`config.mk`:
```
export PLATFORM = sky130hd
export DESIGN_NAME = uart_boot_host
export DESIGN_NICKNAME = d
export VERILOG_FILES = /design/src/rtl/uart_boot_host.sv
export SDC_FILE = /design/constraint.sdc
export NUM_CORES = 1
export LEC_CHECK = 0
export ABC_AREA = 0
export CORE_ASPECT_RATIO = 0.6
export CORE_MARGIN = 3
export CORE_UTILIZATION = 55
export DETAILED_ROUTE_END_ITERATION = 6
export HOLD_SLACK_MARGIN = 0.1
export PLACE_DENSITY = 0.79
export SYNTH_ARGS = -nofsm -noshare
export SYNTH_HDL_FRONTEND = slang
export SYNTH_SLANG_ARGS = --single-unit
```
`constraint.sdc`:
```
create_clock -name clk -period 4.8 [get_ports clk]
set_input_delay 0.96 -clock clk [delete_from_list [all_inputs] [get_ports clk]]
set_output_delay 0.96 -clock clk [all_outputs]
set_load 0.01 [all_outputs]
```
`src/rtl/uart_boot_host.sv`:
```
// uart_boot_host: boots a CPU over a byte UART link.
// Sends length and program after SYNC_PROG, stdin after SYNC_STDIN, then captures output.
module uart_boot_host #(
  parameter int WORD_W = 32,
  parameter int LEN_BYTES = 4,
  parameter logic [7:0] SYNC_PROG = 8'h99,
  parameter logic [7:0] SYNC_STDIN = 8'hAA,
  parameter int ADDR_W = 16,
  parameter int RES_DEPTH = 4096,
  parameter int IDLE_TIMEOUT = 1000000,
  parameter int SYNC_TIMEOUT = 0
) (
  input  logic clk,
  input  logic reset_n,
  input  logic start,
  input  logic [8*LEN_BYTES-1:0] prog_len,
  input  logic [ADDR_W-1:0] stdin_len,
  output logic [ADDR_W-1:0] prog_addr,
  input  logic [WORD_W-1:0] prog_rdata,
  output logic [ADDR_W-1:0] stdin_addr,
  input  logic [7:0] stdin_rdata,
  output logic [7:0] tx_data,
  output logic tx_start,
  input  logic tx_busy,
  input  logic [7:0] rx_data,
  input  logic rx_valid,
  output logic res_we,
  output logic [ADDR_W-1:0] res_addr,
  output logic [7:0] res_data,
  output logic [ADDR_W:0] res_count,
  output logic busy,
  output logic done,
  output logic err_sync_to,
  output logic res_overflow
);
  localparam int LW = 8*LEN_BYTES;
  localparam logic [7:0] LEN_LAST = 8'(LEN_BYTES-1);
  localparam logic [7:0] WB_LAST = 8'(WORD_W/8-1);
  localparam logic [ADDR_W:0] DEPTH = (ADDR_W+1)'(RES_DEPTH);
  localparam logic [31:0] IDLE_LAST = 32'(IDLE_TIMEOUT-1);
  localparam logic [31:0] SYNC_LAST = 32'(SYNC_TIMEOUT-1);
  localparam bit SYNC_EN = SYNC_TIMEOUT > 0;

  typedef enum logic [3:0] {
    IDLE, WAIT_A, SEND_LEN, PROG_FETCH, PROG_SEND,
    WAIT_B, STDIN_SEND, CAPTURE, DONE
  } state_t;

  state_t state, state_nx;
  logic [LW-1:0] plen, pcnt;
  logic [ADDR_W-1:0] slen;
  logic [7:0] cnt;
  logic [1:0] ph;
  logic [WORD_W-1:0] word;
  logic [31:0] timer;
  logic tx_ok, rx_a, rx_b, cap, sync_to, go, snd;
  logic [7:0] snd_byte;

  assign busy = state != IDLE && state != DONE;
  assign done = state == DONE;
  // one guard cycle after every strobe covers the UART's busy rise latency
  assign tx_ok = !tx_busy && !tx_start;
  assign rx_a = rx_valid && rx_data == SYNC_PROG;
  assign rx_b = rx_valid && rx_data == SYNC_STDIN;
  assign cap = state == STDIN_SEND || state == CAPTURE;
  assign sync_to = SYNC_EN && timer == SYNC_LAST;
  assign go = start && (state == IDLE || state == DONE);

  always_comb begin
    state_nx = state;
    snd = 1'b0;
    snd_byte = 8'h00;
    unique case (state)
      IDLE: if (start) state_nx = WAIT_A;
      WAIT_A: begin
        if (rx_a) state_nx = SEND_LEN;
        else if (sync_to) state_nx = DONE;
      end
      SEND_LEN: if (tx_ok) begin
        snd = 1'b1;
        snd_byte = 8'(plen >> {cnt, 3'b000});
        if (cnt == LEN_LAST) state_nx = PROG_FETCH;
      end
      PROG_FETCH: state_nx = (plen == '0) ? WAIT_B : PROG_SEND;
      PROG_SEND: if (ph != 2'd0 && tx_ok) begin
        snd = 1'b1;
        snd_byte = word[7:0];
        if (pcnt + 1'b1 == plen) state_nx = WAIT_B;
        else if (cnt == WB_LAST) state_nx = PROG_FETCH;
      end
      WAIT_B: begin
        if (rx_b) state_nx = (slen == '0) ? CAPTURE : STDIN_SEND;
        else if (sync_to) state_nx = DONE;
      end
      STDIN_SEND: if (ph == 2'd2 && tx_ok) begin
        snd = 1'b1;
        snd_byte = word[7:0];
        if (stdin_addr + 1'b1 == slen) state_nx = CAPTURE;
      end
      CAPTURE: if (!rx_valid && timer == IDLE_LAST) state_nx = DONE;
      DONE: if (start) state_nx = WAIT_A;
      default: state_nx = IDLE;
    endcase
  end

  always_ff @(posedge clk) begin
    if (!reset_n) begin
      state <= IDLE;
      plen <= '0;
      pcnt <= '0;
      slen <= '0;
      cnt <= '0;
      ph <= '0;
      word <= '0;
      timer <= '0;
      prog_addr <= '0;
      stdin_addr <= '0;
      tx_data <= '0;
      tx_start <= 1'b0;
      res_we <= 1'b0;
      res_addr <= '0;
      res_data <= '0;
      res_count <= '0;
      err_sync_to <= 1'b0;
      res_overflow <= 1'b0;
    end else begin
      state <= state_nx;
      tx_start <= snd;
      res_we <= 1'b0;
      if (snd) tx_data <= snd_byte;
      if (state_nx != state || (cap && rx_valid)) timer <= '0;
      else timer <= timer + 1'b1;
      if (go) begin
        plen <= prog_len;
        slen <= stdin_len;
        pcnt <= '0;
        cnt <= '0;
        ph <= '0;
        prog_addr <= '0;
        stdin_addr <= '0;
        res_count <= '0;
        err_sync_to <= 1'b0;
        res_overflow <= 1'b0;
      end
      if (sync_to && ((state == WAIT_A && !rx_a) ||
                      (state == WAIT_B && !rx_b)))
        err_sync_to <= 1'b1;
      if (state == SEND_LEN && snd)
        cnt <= (cnt == LEN_LAST) ? 8'd0 : cnt + 8'd1;
      if (state == PROG_SEND) begin
        if (ph == 2'd0) begin
          word <= prog_rdata;
          ph <= 2'd1;
        end else if (snd) begin
          word <= word >> 8;
          pcnt <= pcnt + 1'b1;
          cnt <= cnt + 8'd1;
          if (state_nx != PROG_SEND) begin
            cnt <= '0;
            ph <= '0;
            prog_addr <= prog_addr + 1'b1;
          end
        end
      end
      // stdin: ph 0 = address out, 1 = data back, 2 = ready to send
      if (state == STDIN_SEND) begin
        if (ph == 2'd0) ph <= 2'd1;
        else if (ph == 2'd1) begin
          word[7:0] <= stdin_rdata;
          ph <= 2'd2;
        end else if (snd) begin
          stdin_addr <= stdin_addr + 1'b1;
          ph <= 2'd0;
        end
      end
      if (cap && rx_valid) begin
        if (res_count < DEPTH) begin
          res_we <= 1'b1;
          res_addr <= res_count[ADDR_W-1:0];
          res_data <= rx_data;
          res_count <= res_count + 1'b1;
        end else begin
          res_overflow <= 1'b1;
        end
      end
    end
  end
endmodule

```
After elaboration in Yosys (flattened, before gate mapping):

Cells that the tools add are included.

* shifts and indexed selects: 1
* reduce and logical (&&, ||, !) cells: 28
* equality and inequality tests: 19
* $add $sub $neg: 6
* bitwise gates (word level): 1
* order comparisons: 1
* muxes and demuxes: 64

Operators by type and width (count)
* two-way mux 32 bit: 6
* two-way mux 16 bit: 10
* two-way mux 8 bit: 14
* adder 32 x 1 -> 32 bit (second input constant): 2
* two-way mux 17 bit: 3
* two-way mux 4 bit: 10
* adder 16 x 1 -> 16 bit (second input constant): 2
* equality test 32 x 20 -> 1 bit (second input constant): 1
* equality test 32 bit: 1
* zero test 32 bit: 1
* one-hot mux 4 bit (8 select lines): 1
* right shift 32 x 11 -> 8 bit: 1
* one-hot mux 8 bit (3 select lines): 1
* two-way mux 2 bit: 9
* adder 17 x 1 -> 17 bit (second input constant): 1
* < comparator 17 x 13 -> 1 bit (second input constant): 1
* equality test 16 bit: 1
* equality test 4 x 3 -> 1 bit (second input constant): 4
* equality test 8 bit (second input constant): 2
* zero test 16 bit: 1
* logical AND 1 bit: 10
* two-way mux 1 bit: 9
* adder 8 x 1 -> 8 bit (second input constant): 1
* equality test 4 x 2 -> 1 bit (second input constant): 2
* other kinds (18): 26

* bits of input ports: 101
* output and inout bits: 87
* bits in registers: 242
* logic and storage cells: 138

Longest topological paths before layout:

* depth after elaboration: 14
* mapped depth: 13
* depth with buffers taken out: 10

Worst setup path before layout:

Ideal clock, no wire load.

* path type: reg2reg
* start: register pcnt[0]
* end: register prog_addr[14]
* setup time: 70 ps
* setup slack: 756 ps
* clock period less this slack: 4044 ps
* data required time: 4730 ps
* arrival: 3973 ps
* cell stages (with the launch flop): 14
* buffers on the path: 3
* cell sequence: dfxtp_1 -> ha_1 -> nand4_4 -> or4_1 -> buf_2 -> xnor2_1 -> a2111o_1 -> or4b_4 -> or4_1 -> buf_2 -> and2_4 -> buf_6 -> or4_1 -> a21oi_1

* word-level cells in the longest chain between the ends: 10

RTL lines
* start: declaration: line 50 `logic [LW-1:0] plen, pcnt;`
* start signal: assignment: line 156 `pcnt <= pcnt + 1'b1;`
* adder 32 x 1 -> 32 bit: line 88 `if (pcnt + 1'b1 == plen) state_nx = WAIT_B;`
* equality test 32 bit: line 88
* two-way mux 4 bit: line 88
* two-way mux 4 bit: line 85 `PROG_SEND: if (ph != 2'd0 && tx_ok) begin`
* one-hot mux 4 bit (8 select lines): line 73 `unique case (state)`
* inequality test 4 x 3 -> 1 bit: line 158 `if (state_nx != PROG_SEND) begin`
* two-way mux 16 bit: line 158
* two-way mux 16 bit: line 154 `end else if (snd) begin`
* two-way mux 16 bit: line 151 `if (ph == 2'd0) begin`
* two-way mux 16 bit: line 150 `if (state == PROG_SEND) begin`
* end signal: assignment: line 161 `prog_addr <= prog_addr + 1'b1;`
* end: declaration: line 18 `output logic [ADDR_W-1:0] prog_addr,`

No other way between the ends.
A chain may end at the register's enable or synchronous reset.

Final worst setup path:

Same ends and word-level chain as after synthesis.

==> results.ini <==
[outcome]
run_status=completed

[detailed_routing]
viasPerCell=6.144
wl_per_cell_um=18.87
dr.pass1.iters=6
drt_iter0_drc=1343
drc=0
antenna_left=0
wl_mm=37.70
dr_total_vias=12280

[yosys]
yosys-top-cells-area=dfxtp_1 (40%), nand2_1 (7.8%), a21oi_1 (6.2%), nor2_1 (4.9%), o21ai_0 (4.1%)
synth.avg_cell_area_um2=7.781
synth_top_cell_by_area=dfxtp_1
synth_flop_cell=dfxtp_1
ys_seq_area_share_pct=39.73
synth_edf_count=0
synthDominantCellAreaShare_pct=39.73
yosys_warnings=0
ys_ff_latch=242
synth_cells=1567
async_reset_ff_share_pct=0
synth_cell_types=71
syn_area_um2=12190
syn_nets=1674

[cells_and_area]
antenna_cells=0
seq_area_um2=4845
area_growth_pct=22.64
drive_above_1_share_pct=5.003
fill_cells=1780
num-nets-final=1812
multi_input_area_um2=6889
post-route-util_pct=69.90

[global_route]
grt_pass1_vias=11120
overflow=0
grt_pass1_wl_mm=60.24
grt_max_degree=59
grt_use_total_pct=31.02
antenna_found_initial=0

[clock_tree]
cts_made_buffers=23
clock-sinks=242
root_buffer=clkbuf_16
path_clk_slew_ns=0.06
htreeDepth=1
post_cts_buffers=0
clkLatencyLatePin_ns=0.51
cts.path.max_buffers=3
cts_resized=0
cts_tree=built
ctsHoldBuffers=0

[timing]
slew_violations=0
finClkSkew_ns=0.01185
final-setup-viol-count=0
worst_pin_slew_ns=1.199
fin_crit_ns=4.435
fin_crit_sh_pct=92.39
rsz0062_at_grt=no
hold_ws_ns=0.4477
setup_tns_ns=0
slew_headroom_pct=19.48
clock.fmax_mhz=225.5
hold_viol_final=0

[critical_path]
crit_required_ns=5.24
crit_fanout=9
criticalPathCategory=flip-flop to flip-flop
worst_ep_arrival_time_ns=4.87
critPathCaptureType=flip-flop
critPathLaunch=pcnt[0]
start_kind=flip-flop
reg2reg_from=pcnt[0]

[flow_run]
cap_violations=0

[placement]
portBuffers=186
dp_hpwl_mm=27.38
place.gp.congestion=0.9819

[worst_hold_path]
hold_path.startpoint=word[19]
hold_path_class=flip-flop to flip-flop

[power_and_ir_drop]
p_leak_uw=0.005237
max-vdd-ir-drop_v=0.0002215
cellPowerDensity_nw_per_um2=284.8

[floorplan]
ioPinCount=188
num_rows=41
start_util_pct=57.00
die_area_um2=24050
die_w_um=198.2
die_h_um=121.3
core_um2=21390

-- power breakdown --
group          switching (uW)  total [uW]  internal (uW)  leakage (uW)
Combinational             181         337            156       0.00291
Clock                     766        1830           1060      0.000369
Sequential               55.1        2090           2040       0.00196
Total                    1000        4260           3260       0.00524
-- sequential cells by signal, indices dropped and copies added, names as in the netlist, 2 cells and up --
signal	cells
pcnt	32
state	4
plen	32
res_data	8
res_addr	16
cnt	8
slen	16
ph	2
word	32
timer	32
prog_addr	16
stdin_addr	16
res_count	17
tx_data	8
-- final timing paths --
path	to	slack, ns	depth (start not counted)
max	prog_addr[14]	0.37	10
min	word[11]	0.45	2
max reg2reg	prog_addr[14]	0.37	10
min reg2reg	word[11]	0.45	2
-- placed cells by master (no fill, tap or decap), types with 8 or more instances in the layout --
cell	instances
nand3b_1	9
clkdlybuf4s50_1	186
and2_1	11
a311oi_1	9
nor2_1	158
nand2_1	253
clkbuf_16	23
nand2b_1	8
nor3_1	36
a211oi_1	12
or3_1	17
mux4_2	8
o21ai_0	101
xor2_1	48
xnor2_1	51
and3_1	40
nand4_1	26
nor4_1	32
or4_1	10
nor3b_1	8
inv_1	24
buf_4	22
a31oi_1	26
dfxtp_1	242
mux2i_1	13
nand3_1	55
a22oi_1	23
a21oi_1	150
-- through the flow --
step / total power [uW] / worst slack [ns] / instance area, um2 / cells
6_report: 4258 / 0.3655 / 14950 / 1998
5_1_grt: 4395 / 0.1357 / 14950 / 1998
4_1_cts: 4268 / 0.4595 / 14950 / 1998
3_5_place_dp: 2460 / 0.4775 / 14210 / 1959
3_3_place_gp: 2454 / 0.5823 / 14210 / 1959
2_1_floorplan: 2286 / 0.7562 / 12190 / 1567
-- worst max-delay path, cell delays in order (launching register included) --
cell and delay [ns]:
dfxtp_1 0.46, ha_1 0.34, nand4_4 0.19, nor4_1 0.80, and4_1 0.31, o22ai_1 0.09, or4b_4 0.59, or4_1 0.68
and2_4 0.26, or4_1 0.49, a21oi_1 0.14
-- synthesized netlist by cell type (all sizes together) (15+ instances only) --
library cell / instances
nand4: 28
inv: 25
xor2: 48
nor4: 34
or3: 17
nand3: 56
clkbuf: 80
a22oi: 23
nand2: 254
o21ai: 102
xnor2: 51
dfxtp: 242
buf: 15
nor3: 37
nor2: 160
a21oi: 150
a31oi: 26
and3: 40
-- layout make-up --
class	count	share of cell area (%)
clock buffer	33	4.435
clock inverter	6	0.5606
inverter	25	0.6443
multi-input combinational	1205	46.07
sequential	242	32.40
tap	279	2.335
timing repair buffer	208	13.56
-- cell families after synthesis --
group / after synthesis / synth area share [%]
XOR/XNOR: 99 / 7.111
other: 1 / 0.03076
buffers and inverters: 120 / 3.940
flip-flops: 242 / 39.73
adder cells (fa/ha/maj): 6 / 0.6157
AO/OA/AOI/OAI: 373 / 18.00
AND/OR/NAND/NOR: 705 / 28.02
multiplexers: 21 / 2.545
-- routing by layer --
metal	wire length [um]	global-route usage [%]	part of all wire, %
met1	17230	45.78	46
met2	14780	43.30	39
met4	806	6.405	2.1
met3	4889	11.13	13
met5	0	0	0
No activity file was read; power rests on OpenSTA's default activity.
